`src/rtl/multicycle_control_unit_if.sv`:
```
// Control-unit bundle: instruction opcode and memory handshake in,
// datapath enables, mux selects, status and retire count out.
interface multicycle_control_unit_if #(
  parameter int CNT_W = 32
);
  logic [6:0]       opcode;
  logic             mem_ready;
  logic [2:0]       state;
  logic             pcWrite;
  logic             irWrite;
  logic             iorD;
  logic [1:0]       ALUOp;
  logic             ALUSrcA;
  logic [1:0]       ALUSrcB;
  logic             branch;
  logic [1:0]       jumpType;
  logic             memRead;
  logic             memWrite;
  logic             memToReg;
  logic             regWrite;
  logic             halted;
  logic [1:0]       trap_cause;
  logic [CNT_W-1:0] instret;

  // The control unit drives the datapath controls.
  modport master (
    input  opcode, mem_ready,
    output state, pcWrite, irWrite, iorD, ALUOp, ALUSrcA, ALUSrcB, branch,
           jumpType, memRead, memWrite, memToReg, regWrite, halted,
           trap_cause, instret
  );

  // The datapath / memory side supplies the opcode and handshake.
  modport slave (
    output opcode, mem_ready,
    input  state, pcWrite, irWrite, iorD, ALUOp, ALUSrcA, ALUSrcB, branch,
           jumpType, memRead, memWrite, memToReg, regWrite, halted,
           trap_cause, instret
  );
endinterface

```
`src/rtl/multicycle_control_unit.sv`:
```
// Multi-cycle RV32I control FSM: BOOT/FETCH/DECODE/EXEC/MEM/WB/TRAP.
// Controls decode from the registered state and latched instruction class;
// retire counter and trap cause are registers.
module multicycle_control_unit #(
  parameter bit ENABLE_U_TYPE = 1'b1,
  parameter int MEM_TIMEOUT   = 16,
  parameter int CNT_W         = 32
) (
  input logic                      clk,
  input logic                      rst_n,
  multicycle_control_unit_if.master bus
);

  typedef enum logic [2:0] {
    BOOT = 3'd0, FETCH = 3'd1, DECODE = 3'd2, EXEC = 3'd3,
    MEM = 3'd4, WB = 3'd5, TRAP = 3'd6
  } state_t;

  typedef enum logic [3:0] {
    C_R, C_I, C_LOAD, C_STORE, C_BRANCH, C_JAL, C_JALR, C_LUI, C_AUIPC, C_ILLEGAL
  } class_t;

  // Timeout fires on the last allowed waiting cycle unless mem_ready arrives.
  localparam logic [7:0] WAIT_LIMIT = 8'(MEM_TIMEOUT - 1);

  state_t           state_reg, state_next;
  class_t           cls_reg;
  class_t           dec_cls;
  logic [7:0]       wait_reg;
  logic [1:0]       cause_reg, cause_next;
  logic [CNT_W-1:0] instret_reg;
  logic             retire;
  logic             timeout;

  logic       pc_write, ir_write, ior_d, alu_src_a, branch_o;
  logic       mem_read, mem_write, mem_to_reg, reg_write, halted_o;
  logic [1:0] alu_op, alu_src_b, jump_type;

  function automatic class_t decode_class(input logic [6:0] op);
    case (op)
      7'b0110011: decode_class = C_R;
      7'b0010011: decode_class = C_I;
      7'b0000011: decode_class = C_LOAD;
      7'b0100011: decode_class = C_STORE;
      7'b1100011: decode_class = C_BRANCH;
      7'b1101111: decode_class = C_JAL;
      7'b1100111: decode_class = C_JALR;
      7'b0110111: decode_class = ENABLE_U_TYPE ? C_LUI : C_ILLEGAL;
      7'b0010111: decode_class = ENABLE_U_TYPE ? C_AUIPC : C_ILLEGAL;
      default:    decode_class = C_ILLEGAL;
    endcase
  endfunction

  assign dec_cls = decode_class(bus.opcode);
  assign timeout = (wait_reg == WAIT_LIMIT) && !bus.mem_ready;

  // Next-state, trap cause and per-state control decode.
  always_comb begin
    state_next = state_reg;
    cause_next = cause_reg;
    pc_write = 1'b0; ir_write = 1'b0; ior_d = 1'b0; alu_src_a = 1'b0;
    branch_o = 1'b0; mem_read = 1'b0; mem_write = 1'b0; mem_to_reg = 1'b0;
    reg_write = 1'b0; halted_o = 1'b0;
    alu_op = 2'b00; alu_src_b = 2'b00; jump_type = 2'b00;
    case (state_reg)
      BOOT: state_next = FETCH;
      FETCH: begin
        mem_read  = 1'b1;
        alu_src_b = 2'b01;
        if (bus.mem_ready) begin
          ir_write   = 1'b1;
          pc_write   = 1'b1;
          state_next = DECODE;
        end else if (timeout) begin
          state_next = TRAP;
          cause_next = 2'b10;
        end
      end
      DECODE: begin
        alu_src_b = 2'b10;
        if (dec_cls == C_ILLEGAL) begin
          state_next = TRAP;
          cause_next = 2'b01;
        end else begin
          state_next = EXEC;
        end
      end
      EXEC: begin
        state_next = WB;
        case (cls_reg)
          C_R:      begin alu_src_a = 1'b1; alu_op = 2'b10; end
          C_I:      begin alu_src_a = 1'b1; alu_src_b = 2'b10; alu_op = 2'b10; end
          C_LOAD, C_STORE: begin
            alu_src_a = 1'b1; alu_src_b = 2'b10; state_next = MEM;
          end
          C_BRANCH: begin
            alu_src_a = 1'b1; alu_op = 2'b01; branch_o = 1'b1; state_next = FETCH;
          end
          C_JAL:    begin jump_type = 2'b10; pc_write = 1'b1; branch_o = 1'b1; alu_op = 2'b11; end
          C_JALR: begin
            jump_type = 2'b01; alu_src_a = 1'b1; alu_src_b = 2'b10;
            pc_write = 1'b1; branch_o = 1'b1; alu_op = 2'b11;
          end
          C_LUI:    begin alu_src_b = 2'b10; alu_op = 2'b11; end
          C_AUIPC:  alu_src_b = 2'b10;
          default:  state_next = TRAP;
        endcase
      end
      MEM: begin
        ior_d = 1'b1;
        if (cls_reg == C_STORE) mem_write = 1'b1;
        else                    mem_read  = 1'b1;
        if (bus.mem_ready) begin
          state_next = (cls_reg == C_STORE) ? FETCH : WB;
        end else if (timeout) begin
          state_next = TRAP;
          cause_next = 2'b10;
        end
      end
      WB: begin
        reg_write  = 1'b1;
        mem_to_reg = (cls_reg == C_LOAD) || (cls_reg == C_JAL) || (cls_reg == C_JALR);
        state_next = FETCH;
      end
      TRAP:    halted_o = 1'b1;
      default: state_next = BOOT;
    endcase
  end

  assign retire = (state_next == FETCH) &&
                  ((state_reg == EXEC) || (state_reg == MEM) || (state_reg == WB));

  // State, class latch, wait counter, trap cause and retire counter.
  always_ff @(posedge clk or negedge rst_n) begin
    if (!rst_n) begin
      state_reg   <= BOOT;
      cls_reg     <= C_ILLEGAL;
      wait_reg    <= 8'd0;
      cause_reg   <= 2'b00;
      instret_reg <= '0;
    end else begin
      state_reg <= state_next;
      cause_reg <= cause_next;
      if (state_reg == DECODE) cls_reg <= dec_cls;
      if (state_next != state_reg) wait_reg <= 8'd0;
      else if (((state_reg == FETCH) || (state_reg == MEM)) && !bus.mem_ready)
        wait_reg <= wait_reg + 8'd1;
      if (retire) instret_reg <= instret_reg + 1'b1;
    end
  end

  assign bus.state      = state_reg;
  assign bus.pcWrite    = pc_write;
  assign bus.irWrite    = ir_write;
  assign bus.iorD       = ior_d;
  assign bus.ALUOp      = alu_op;
  assign bus.ALUSrcA    = alu_src_a;
  assign bus.ALUSrcB    = alu_src_b;
  assign bus.branch     = branch_o;
  assign bus.jumpType   = jump_type;
  assign bus.memRead    = mem_read;
  assign bus.memWrite   = mem_write;
  assign bus.memToReg   = mem_to_reg;
  assign bus.regWrite   = reg_write;
  assign bus.halted     = halted_o;
  assign bus.trap_cause = cause_reg;
  assign bus.instret    = instret_reg;

endmodule

```
`src/flat_wrapper.sv`:
```
// flat-port wrapper written by rule: the top's interface ports become plain ports
module multicycle_control_unit_flat 
#(
  parameter bit ENABLE_U_TYPE = 1'b1,
  parameter int MEM_TIMEOUT   = 16,
  parameter int CNT_W         = 32
)
  (clk, rst_n, bus_opcode, bus_mem_ready, bus_state, bus_pcWrite, bus_irWrite, bus_iorD, bus_ALUOp, bus_ALUSrcA, bus_ALUSrcB, bus_branch, bus_jumpType, bus_memRead, bus_memWrite, bus_memToReg, bus_regWrite, bus_halted, bus_trap_cause, bus_instret);
  multicycle_control_unit_if #(.CNT_W(CNT_W)) bus_i ();
  input logic clk;
  input logic rst_n;
  input wire logic [$bits(bus_i.opcode)-1:0] bus_opcode;
  input wire logic [$bits(bus_i.mem_ready)-1:0] bus_mem_ready;
  output wire logic [$bits(bus_i.state)-1:0] bus_state;
  output wire logic [$bits(bus_i.pcWrite)-1:0] bus_pcWrite;
  output wire logic [$bits(bus_i.irWrite)-1:0] bus_irWrite;
  output wire logic [$bits(bus_i.iorD)-1:0] bus_iorD;
  output wire logic [$bits(bus_i.ALUOp)-1:0] bus_ALUOp;
  output wire logic [$bits(bus_i.ALUSrcA)-1:0] bus_ALUSrcA;
  output wire logic [$bits(bus_i.ALUSrcB)-1:0] bus_ALUSrcB;
  output wire logic [$bits(bus_i.branch)-1:0] bus_branch;
  output wire logic [$bits(bus_i.jumpType)-1:0] bus_jumpType;
  output wire logic [$bits(bus_i.memRead)-1:0] bus_memRead;
  output wire logic [$bits(bus_i.memWrite)-1:0] bus_memWrite;
  output wire logic [$bits(bus_i.memToReg)-1:0] bus_memToReg;
  output wire logic [$bits(bus_i.regWrite)-1:0] bus_regWrite;
  output wire logic [$bits(bus_i.halted)-1:0] bus_halted;
  output wire logic [$bits(bus_i.trap_cause)-1:0] bus_trap_cause;
  output wire logic [$bits(bus_i.instret)-1:0] bus_instret;
  assign bus_i.opcode = bus_opcode;
  assign bus_i.mem_ready = bus_mem_ready;
  assign bus_state = bus_i.state;
  assign bus_pcWrite = bus_i.pcWrite;
  assign bus_irWrite = bus_i.irWrite;
  assign bus_iorD = bus_i.iorD;
  assign bus_ALUOp = bus_i.ALUOp;
  assign bus_ALUSrcA = bus_i.ALUSrcA;
  assign bus_ALUSrcB = bus_i.ALUSrcB;
  assign bus_branch = bus_i.branch;
  assign bus_jumpType = bus_i.jumpType;
  assign bus_memRead = bus_i.memRead;
  assign bus_memWrite = bus_i.memWrite;
  assign bus_memToReg = bus_i.memToReg;
  assign bus_regWrite = bus_i.regWrite;
  assign bus_halted = bus_i.halted;
  assign bus_trap_cause = bus_i.trap_cause;
  assign bus_instret = bus_i.instret;
  multicycle_control_unit #(.ENABLE_U_TYPE(ENABLE_U_TYPE), .MEM_TIMEOUT(MEM_TIMEOUT), .CNT_W(CNT_W)) u_core (.clk(clk), .rst_n(rst_n), .bus(bus_i));
endmodule
```
`config.mk`:
```
export PLATFORM = sky130hd
export DESIGN_NAME = multicycle_control_unit_flat
export DESIGN_NICKNAME = d
export VERILOG_FILES = /design/src/rtl/multicycle_control_unit_if.sv /design/src/rtl/multicycle_control_unit.sv /design/src/flat_wrapper.sv
export SDC_FILE = /design/constraint.sdc
export NUM_CORES = 1
export LEC_CHECK = 0
export CAP_MARGIN = 20
export CORE_MARGIN = 5
export CORE_UTILIZATION = 53
export CTS_BUF_LIST = sky130_fd_sc_hd__clkbuf_16
export CTS_CLUSTER_DIAMETER = 40
export DETAILED_ROUTE_END_ITERATION = 16
export DONT_BUFFER_PORTS = 1
export GPL_TIMING_DRIVEN = 0
export HOLD_SLACK_MARGIN = 0.1
export MAX_ROUTING_LAYER = met4
export PLACE_DENSITY = 0.68
export REMOVE_ABC_BUFFERS = 1
export SYNTH_ARGS = -nofsm -noshare
export SYNTH_HDL_FRONTEND = slang
export SYNTH_SLANG_ARGS = --single-unit
export TNS_END_PERCENT = 30
```
`constraint.sdc`:
```
create_clock -name clk -period 4.46 [get_ports clk]
set_input_delay 0.446 -clock clk [delete_from_list [all_inputs] [get_ports clk]]
set_output_delay 0.446 -clock clk [all_outputs]
set_load 0.01 [all_outputs]
```
# --- After elaboration in Yosys (flattened, before gate mapping) ---
# Index checks and enable logic that the tools add are counted.
word_totals:
  ff_bits: 49
  latch_bits: 0
  ramBits: 0
  mem_bits_ro: 0
  inputBits: 10
  output_inout_bits: 53
  wordCells: 97
  n_memories: 0
op_classes:
  addsub: 2
  mul: 0
  n_div: 0
  order_cmp: 0
  n_eq_ne: 30
  shifts: 0
  n_mux: 36
  bitwise: 0
  reduce_logical: 24
ops:
  columns: ["cell", "n"]
  rows:
  - ["case mux 4 bit (9 select lines)", 1]
  - ["adder 32 x 1 -> 32 bit (second input constant)", 1]
  - ["== test 7 x 6 -> 1 bit (second input constant)", 3]
  - ["== test 7 bit (second input constant)", 3]
  - ["case mux 3 bit (6 select lines)", 1]
  - ["OR reduction 6 bit", 3]
  - ["== test 4 x 3 -> 1 bit (second input constant)", 4]
  - ["2-to-1 mux 8 bit", 2]
  - ["2-to-1 mux 3 bit", 5]
  - ["== test 7 x 5 -> 1 bit (second input constant)", 2]
  - ["2-to-1 mux 1 bit", 14]
  - ["2-to-1 mux 2 bit", 6]
  - ["case mux 2 bit (3 select lines)", 2]
  - ["OR reduction 2 bit", 5]
  - ["== test 3 bit (second input constant)", 3]
  - ["case mux 3 bit (3 select lines)", 1]
  - ["adder 8 x 1 -> 8 bit (second input constant)", 1]
  - ["== test 4 x 2 -> 1 bit (second input constant)", 2]
  - ["== test 4 bit (second input constant)", 2]
  - ["== test 8 x 4 -> 1 bit (second input constant)", 1]
  - ["case mux 2 bit (2 select lines)", 2]
  - ["== test 7 x 2 -> 1 bit (second input constant)", 1]
  - ["== test 3 x 1 -> 1 bit (second input constant)", 2]
  - ["== test 3 x 2 -> 1 bit (second input constant)", 2]
  - ["other kinds (13)", 23]

# --- Logic depth before layout (Yosys ltp) ---
# Gate-level depths: netlist of run 1.
logic_depth:
  ltp_word: 7
  depth_mapped: 7
  mapped_depth_nobuf: 6

# --- Worst setup path after synthesis of run 1 ---
# No wires, ideal clock.
synth_timing:
  path_type: "register -> register"
  start: "register u_core.cls_reg[1]"
  end: "register u_core.instret_reg[25] (netlist: u_core.bus.instret[25])"
  setup_ns: 0.079
  arrival_time_ns: 2.220
  required_ns: 4.381
  slack_ns: 2.161
  stages_incl_launch_ff: 8
  cell_sequence: "dfrtp_1 > buf_6 > or3_1 > a221o_1 > or4b_1 > buf_2 > nor4_2 > xor2_1"
synth_via:
  elab_chain_cells: 6
  elab_cells_between_ends: 17
  classes_between: "eq/ne (9); mux (4); reduce/logical (4)"
synth_lines:
  columns: ["element", "line", "text"]
  rows:
  - ["from (decl)", "multicycle_control_unit.sv:27", "class_t cls_reg;"]
  - ["from (signal assigned)", "multicycle_control_unit.sv:144", "if (state_reg == DECODE) cls_reg <= dec_cls;"]
  - ["== test 4 x 1 -> 1 bit, or another cell as far along", "multicycle_control_unit.sv:90", "case (cls_reg)"]
  - ["OR reduction 6 bit (no line), or another cell as far along", null, null]
  - ["case mux 3 bit (3 select lines) / 2-to-1 mux 3 bit (equally long branches)", "multicycle_control_unit.sv:90, multicycle_control_unit.sv:113", null]
  - ["case mux 3 bit (6 select lines) *", "multicycle_control_unit.sv:65", "case (state_reg)"]
  - ["== test 3 x 1 -> 1 bit *", "multicycle_control_unit.sv:130", "assign retire = (state_next == FETCH) &&"]
  - ["logical AND 1 bit *", "multicycle_control_unit.sv:130", null]
  - ["to (signal assigned)", "multicycle_control_unit.sv:148", "if (retire) instret_reg <= instret_reg + 1'b1;"]
  - ["to (decl)", "multicycle_control_unit.sv:31", "logic [CNT_W-1:0] instret_reg;"]
# Every way passes the cells marked *; elsewhere a longest branch is shown, timed or not.
# A chain may end at the register's enable or synchronous reset.

# --- Final worst setup path of run 1 ---
layout_timing:
  start: "register u_core.state_reg[2] (netlist: u_core.bus.state[2])"
  end: "register u_core.wait_reg[1]"
layout_via:
  elab_chain_cells: 5
  elab_cells_between_ends: 17
  classes_between: "eq/ne (7); mux (5); reduce/logical (5)"
layout_lines:
  columns: ["element", "line", "text"]
  rows:
  - ["from (decl)", "multicycle_control_unit.sv:26", "state_t state_reg, state_next;"]
  - ["from (signal assigned)", "multicycle_control_unit.sv:142", "state_reg <= state_next;"]
  - ["== test 3 bit, or another cell as far along", "multicycle_control_unit.sv:65", null]
  - ["OR reduction 2 bit (no line), or another cell as far along", null, null]
  - ["case mux 3 bit (6 select lines)", "multicycle_control_unit.sv:65", null]
  - ["!= test 3 bit", "multicycle_control_unit.sv:145", "if (state_next != state_reg) wait_reg <= 8'd0;"]
  - ["2-to-1 mux 8 bit / nonzero test 2 bit (equally long branches)", null, null]
  - ["to (signal assigned)", "multicycle_control_unit.sv:147", "wait_reg <= wait_reg + 8'd1;"]
  - ["to (decl)", "multicycle_control_unit.sv:29", "logic [7:0] wait_reg;"]
# Several ways; a longest one is shown, not always the timed one.

==> qor.log, run 1 <==
qor: worst_hold_path.timing.hold.worst_endpoint u_core.cls_reg[3]
qor: routing.firstDrtPassIters 4
qor: critical_path.path_delay_family compound AO/OA/AOI/OAI gates
qor: final_layout.num_antenna_cells 0
qor: synth.synth-edff-count 0
qor: synth.cell_area_after_synthesis 2990 µm²
qor: cts.tritoncts.num_buffers 5
qor: synth.synth_largest_area_cell dfrtp_1
qor: critical_path.r2r-end u_core.wait_reg[1]
qor: timing.setup_viol_count_final 0
qor: routing.drt-vias-per-instance 6.23
qor: grt.globalRouteOverflowTotal 0
qor: timing.fin_crit_sh 0.671
qor: grt.number_of_antenna_violations_at_the_first_check_in_global_routing 0
qor: synth.ys.flop_type dfrtp_1
qor: place.dp_hpwl 4790 µm
qor: grt.globalRoute.busiestLayer met2
qor: critical_path.rr_worst_depth 6
qor: critical_path.required 4.64 ns
qor: synth.synth_top_cells_by_area dfrtp_1 (39%), xor2_1 (7.6%), xnor2_1 (4.1%), nand4_1 (3.1%), nand3_1 (2.8%)
qor: floorplan.placementRows 27
qor: cts.cts_tree done
qor: timing.finalHoldViolations 0
qor: timing.slew-limit-headroom 0.492
qor: worst_hold_path.type_of_the_worst_min_delay_path input pin to register
qor: timing.slew_violations 0
qor: synth.synth_top_area_frac 0.393
qor: floorplan.fp.dieArea 7250 µm²
qor: routing.dr_total_vias 2403
qor: cts.cts.sink_count 49
qor: job.maxCapViolCount 0
qor: critical_path.setup.worst_path.end_class register
qor: place.io_buffer_count 0
qor: timing.finalCriticalPeriod 2.99 ns
qor: cts.worst_skew_pair.late_latency 0.28 ns
qor: critical_path.r2r_start u_core.bus.state[2]
qor: grt.globalRouteMet3Util 0.0553
qor: critical_path.startpoint_type register
qor: critical_path.cp_buf_inv_count 1
qor: timing.hold-worst-slack 0.242 ns
qor: grt.grt_start_max_net_pins 50
qor: floorplan.io-pin-count 63
qor: synth.post_synth_inst_count 320
qor: grt.grt_pass1_vias 2375
qor: final_layout.layout.nets 325
qor: routing.drt-initial-drc-count 110
qor: critical_path.slowest_delay 0.77 ns
qor: timing.worstMarginPinSlew 0.755 ns
qor: cts.root_buffer_master clkbuf_16
qor: critical_path.worst-r2r-setup-slack 1.47 ns
qor: timing.timing.fmax 334 MHz
qor: synth.synth_seq_area_share 0.411
qor: timing.rsz0062_at_grt no
qor: routing.routed_wire_length_per_instance 17.5 µm
qor: floorplan.core_region_area 5510 µm²
qor: synth.syn_area_per_cell 9.35 µm²
qor: critical_path.critPathKind register to register
qor: place.gp_routability_congestion 0.835
qor: final_layout.most_common_library_cell_in_the_layout_ignoring_fill_and_taps dfrtp_1
qor: synth.synth-seq-cells 49
qor: grt.met2_track_utilization_from_global_routing 0.317
qor: outcome.status completed
qor: final_layout.drive_gt1_frac 0.0732
qor: cts.cts_resized 0
qor: cts.clock_edge_transition_at_the_registers_on_the_reported_setup_and_hold_paths 0.06 ns
qor: grt.global_route.usage.total 0.201
qor: grt.grt_pass1_wl 11700 µm
qor: synth.synth.lib_cells_used.distinct 58
qor: cts.cts_buffer_depth 2
qor: critical_path.critical-path-slowest-cell dfrtp_1
qor: power_and_ir_drop.ir_worst_vdd 0.000334 V
qor: final_layout.syn2layout_area_growth 8.41%
qor: cts.cts_hold_buffers 2
qor: worst_hold_path.min_delay_path_depth 1
qor: floorplan.initial_core_util 0.543
qor: synth.synth_async_sr_flop_share 1.00
qor: critical_path.crit_path_cell_trace xor2_1 > a22oi_1 > o32ai_4 > buf_8 > o21ai_1 > a221oi_1
qor: power_and_ir_drop.power.static_leakage 1.35 nW
qor: cts.cts_post_setup_buffers_inserted 0
qor: final_layout.fill_cells 480
qor: final_layout.largest_register_ffs 32
qor: worst_hold_path.holdCritStartpoint bus_opcode[0]
qor: synth.count_of_yosys_warnings_during_synthesis 0
qor: critical_path.signal_arrival_time_at_the_worst_endpoint 3.17 ns
qor: floorplan.die_height 85.1 µm
qor: routing.drcViolationCount 0
qor: routing.route.antenna.remaining_nets 0
qor: routing.postRouteWirelength 6750 µm
qor: final_layout.highest_count_cells_in_the_layout_ignoring_fill_and_taps dfrtp_1 (47), xor2_1 (26), nand2_1 (18), nor2_1 (17), nand3_1 (17)
qor: power_and_ir_drop.power_density 525 nW/µm²
qor: floorplan.dieWidth 85.1 µm
qor: cts.htree_levels 2
qor: grt.gr-usage-met1 0.259
qor: timing.worst_clock_skew 0.00480 ns
qor: power_and_ir_drop.p_total 1.70 mW
qor: critical_path.critPathMaxFanout 20
-- report_power, final --
| group | switching, mW | leakage [nW] | internal (mW) |
|---|---|---|---|
| clock | 0.157 | 0.0775 | 0.262 |
| combinational | 0.422 | 0.625 | 0.217 |
| sequential | 0.151 | 0.648 | 0.495 |
-- final cells by class --
type / instances / area [µm²] / share of cell area
tap: 72 / 90.1 / 0.0278
clock inverter: 3 / 41.3 / 0.0127
clock buffer: 5 / 125 / 0.0386
multi-input combinational: 245 / 1670 / 0.515
sequential: 49 / 1230 / 0.379
timing repair buffer: 4 / 57.6 / 0.0177
inverter: 8 / 30.0 / 0.00926
-- synthesized netlist by cell type (3+ instances only) --
cell      count
a221oi_1      3
nor4_1        8
buf_2         5
nand4b_1      3
o21ai_0       7
nor4_2        6
a211oi_1      7
xor2_1       26
xnor2_1      14
clkbuf_1     12
or3_1         3
nand4_1      15
and4_1        5
nand3_1      17
nor2_1       17
and3_1        6
nor3_1       16
nor2b_1       9
nand2b_1      7
dfrtp_1      47
nand2_1      18
and2_1        5
inv_1         8
a21oi_1      12
-- worst max path at each step --
| stage | start | endpoint | depth (start not counted) |
|---|---|---|---|
| final | u_core.bus.state[2] | u_core.wait_reg[1] | 6 |
| after global routing | u_core.bus.state[2] | u_core.wait_reg[1] | 6 |
| after floorplan | u_core.bus.state[1] | u_core.wait_reg[1] | 5 |
| after detailed placement | u_core.bus.state[0] | u_core.wait_reg[1] | 6 |
| after global placement | u_core.bus.state[1] | u_core.wait_reg[1] | 5 |
| after CTS | u_core.bus.state[0] | u_core.wait_reg[1] | 6 |
-- logic make-up (layout without fill, tap and decap cells) --
logic type	Yosys count	count (layout)	synth area share
simple gates	150	150	0.300
xor+xnor	40	40	0.117
fa+ha+maj	2	2	0.00836
mux	2	2	0.00711
compound gates	51	51	0.120
buf+inv	26	20	0.0372
flops	49	49	0.411
-- through the flow --
step	worst slack, ns	area, µm²	utilization	std cells	setup TNS, ns
floorplan	0.844	2910	-	302	0
global placement	-0.721	3000	0.545	374	-6.27
detailed placement	1.48	3040	0.552	376	0
CTS	1.46	3240	0.589	386	0
global route	1.24	3240	0.589	386	0
finish	1.47	3240	0.589	386	0
-- routing by layer --
layer | vias up | routed length [µm] | part of all wire
met3 | 7 | 390 | 0.058
li1 | 1168 | - | -
met1 | 1168 | 3060 | 0.45
met2 | 60 | 3240 | 0.48
met5 | - | 0 | 0
met4 | 0 | 53 | 0.0079
Note: power is estimated with default switching activity, not from simulation.
==> inputs of run 2 (changes only) <==
clock period = 2.9 ns   (was 4.46 ns; I/O delays follow)
==> run 2 against run 1 <==
- setup slack worse by 1.2 ns
- sequential power up 55%
- cell area up 1.1%
- core utilization increased by 0.66 points
- first-iteration DRC count grew 29%
- die area unchanged
- via count increased by 1.5%
- register-to-register slack got worse by 1.2 ns
- sequential share of layout area shrank 0.30 points
- wire length increased by 0.34%
- hold slack got worse by 0.081 ns
- clock-buffer cell count stayed put
==> qor.log, run 2 (synthesis gave the netlist of run 1 again) <==
qor: outcome.status completed
qor: grt.grt_pass1_vias 2399
qor: critical_path.critPathMaxFanout 20
qor: timing.timing.fmax 380 MHz
qor: routing.drt-vias-per-instance 6.29
qor: power_and_ir_drop.power.static_leakage 1.36 nW
qor: routing.firstDrtPassIters 4
qor: routing.route.antenna.remaining_nets 0
qor: final_layout.drive_gt1_frac 0.0886
qor: timing.rsz0062_at_grt no
qor: routing.routed_wire_length_per_instance 17.5 µm
qor: cts.cts.sink_count 49
qor: routing.postRouteWirelength 6770 µm
qor: cts.worst_skew_pair.late_latency 0.28 ns
qor: final_layout.most_common_library_cell_in_the_layout_ignoring_fill_and_taps dfrtp_1
qor: timing.worstMarginPinSlew 0.758 ns
qor: critical_path.signal_arrival_time_at_the_worst_endpoint 2.81 ns
qor: floorplan.initial_core_util 0.543
qor: worst_hold_path.type_of_the_worst_min_delay_path input pin to register
qor: timing.finalHoldViolations 0
qor: final_layout.layout.core_utilization 0.596
qor: floorplan.die_height 85.1 µm
qor: place.place_inst 376
qor: power_and_ir_drop.power_density 809 nW/µm²
qor: floorplan.dieWidth 85.1 µm
qor: floorplan.fp.dieArea 7250 µm²
qor: routing.drt-initial-drc-count 142
qor: final_layout.final_cells 388
qor: place.dp_hpwl 4790 µm
qor: final_layout.syn2layout_area_growth 9.62%
qor: power_and_ir_drop.ir_worst_vdd 0.000450 V
qor: grt.grt_start_max_net_pins 50
qor: grt.global_route.usage.total 0.202
qor: routing.drcViolationCount 0
qor: timing.fin_crit_sh 0.908
qor: critical_path.rr_worst_depth 6
qor: floorplan.placementRows 27
qor: timing.finalSetupTns 0 ns
qor: place.io_buffer_count 0
qor: final_layout.num_antenna_cells 0
qor: final_layout.highest_count_cells_in_the_layout_ignoring_fill_and_taps dfrtp_1 (44), xor2_1 (25), nand2_1 (18), nor2_1 (17)
qor: cts.cts_tree done
qor: worst_hold_path.min_delay_path_depth 2
qor: cts.htree_levels 2
qor: critical_path.required 3.08 ns
qor: job.maxCapViolCount 0
qor: cts.clock_edge_transition_at_the_registers_on_the_reported_setup_and_hold_paths 0.06 ns
qor: grt.globalRouteOverflowTotal 0
qor: critical_path.critPathKind register to register
qor: cts.root_buffer_master clkbuf_16
qor: floorplan.core_region_area 5510 µm²
qor: grt.number_of_antenna_violations_at_the_first_check_in_global_routing 0
qor: timing.worst_clock_skew 0.00480 ns
qor: final_layout.layout.nets 327
qor: critical_path.startpoint_type register
qor: timing.slew_violations 0
qor: cts.cts_buffer_depth 2
qor: floorplan.io-pin-count 63
qor: final_layout.fill_cells 475
qor: timing.slew-limit-headroom 0.490
qor: critical_path.setup.worst_path.end_class register
qor: timing.setup_viol_count_final 0
qor: timing.finalCriticalPeriod 2.63 ns
qor: cts.tritoncts.num_buffers 5
qor: grt.grt_pass1_wl 11800 µm
qor: final_layout.largest_register_ffs 32
qor: place.gp_routability_congestion 0.835
qor: routing.dr_total_vias 2440
-- run 2: final cells by class --
class | count | area, µm² | area share
Clock inverter | 3 | 41.3 | 0.0126
Tap cell | 72 | 90.1 | 0.0275
Inverter | 8 | 30.0 | 0.00916
Timing Repair Buffer | 6 | 77.6 | 0.0237
Clock buffer | 5 | 125 | 0.0382
Sequential cell | 49 | 1230 | 0.376
Multi-Input combinational cell | 245 | 1680 | 0.513
-- run 2: path summary, 6_finish.rpt --
check | endpoint | startpoint | slack [ns]
max | u_core.wait_reg[1] | u_core.bus.state[2] | 0.27
min | u_core.cls_reg[2] | bus_opcode[0] | 0.16
max reg2reg | u_core.wait_reg[1] | u_core.bus.state[2] | 0.27
min reg2reg | u_core.bus.instret[31] | u_core.bus.instret[31] | 0.54
max in group asynchronous | u_core.cls_reg[3] | rst_n | 2.08
min in group asynchronous | u_core.bus.instret[26] | rst_n | 0.54
-- run 2: repair_timing --
action                                 4_1_cts  5_1_grt
gates resized for setup                      2        3
hold buffers                                 4        0
setup endpoints to repair                    8       12
setup buffers                                0        0
endpoints found under the hold margin       50        0
-- run 2: where the power goes --
group          switching [mW]  internal (mW)
clock network           0.243          0.404
logic                   0.659          0.346
registers               0.235          0.767
total                    1.14           1.52
-- run 2: routing by layer --
layer,part of all wire,vias up,global-route usage,wire [µm]
met5,0,-,-,0
met2,0.49,70,0.321,3290
met1,0.44,1189,0.261,3010
met3,0.063,7,0.0544,427
met4,0.0080,0,0.0403,54
li1,-,1174,-,-
-- run 2: worst max-delay path, cell delays in order, from the launching register on --
cell and delay (ns):
dfrtp_2 0.60, nor3b_1 0.53, a22oi_1 0.26, o32ai_4 0.33, buf_8 0.23, o21ai_1 0.22, a221oi_1 0.34
-- run 2: through the flow --
| step | hold slack (ns) | setup slack [ns] | power (mW) | instance area (µm²) |
|---|---|---|---|---|
| CTS | 0.157 | 0.0204 | 2.65 | 3270 |
| global route | 0.194 | 0.0766 | 2.83 | 3280 |
| global placement | -0.00411 | -2.28 | 1.87 | 3000 |
| detailed placement | -0.00432 | -0.0769 | 1.96 | 3040 |
| floorplan | -0.00559 | -0.716 | 1.62 | 2910 |
| finish | 0.161 | 0.266 | 2.65 | 3280 |
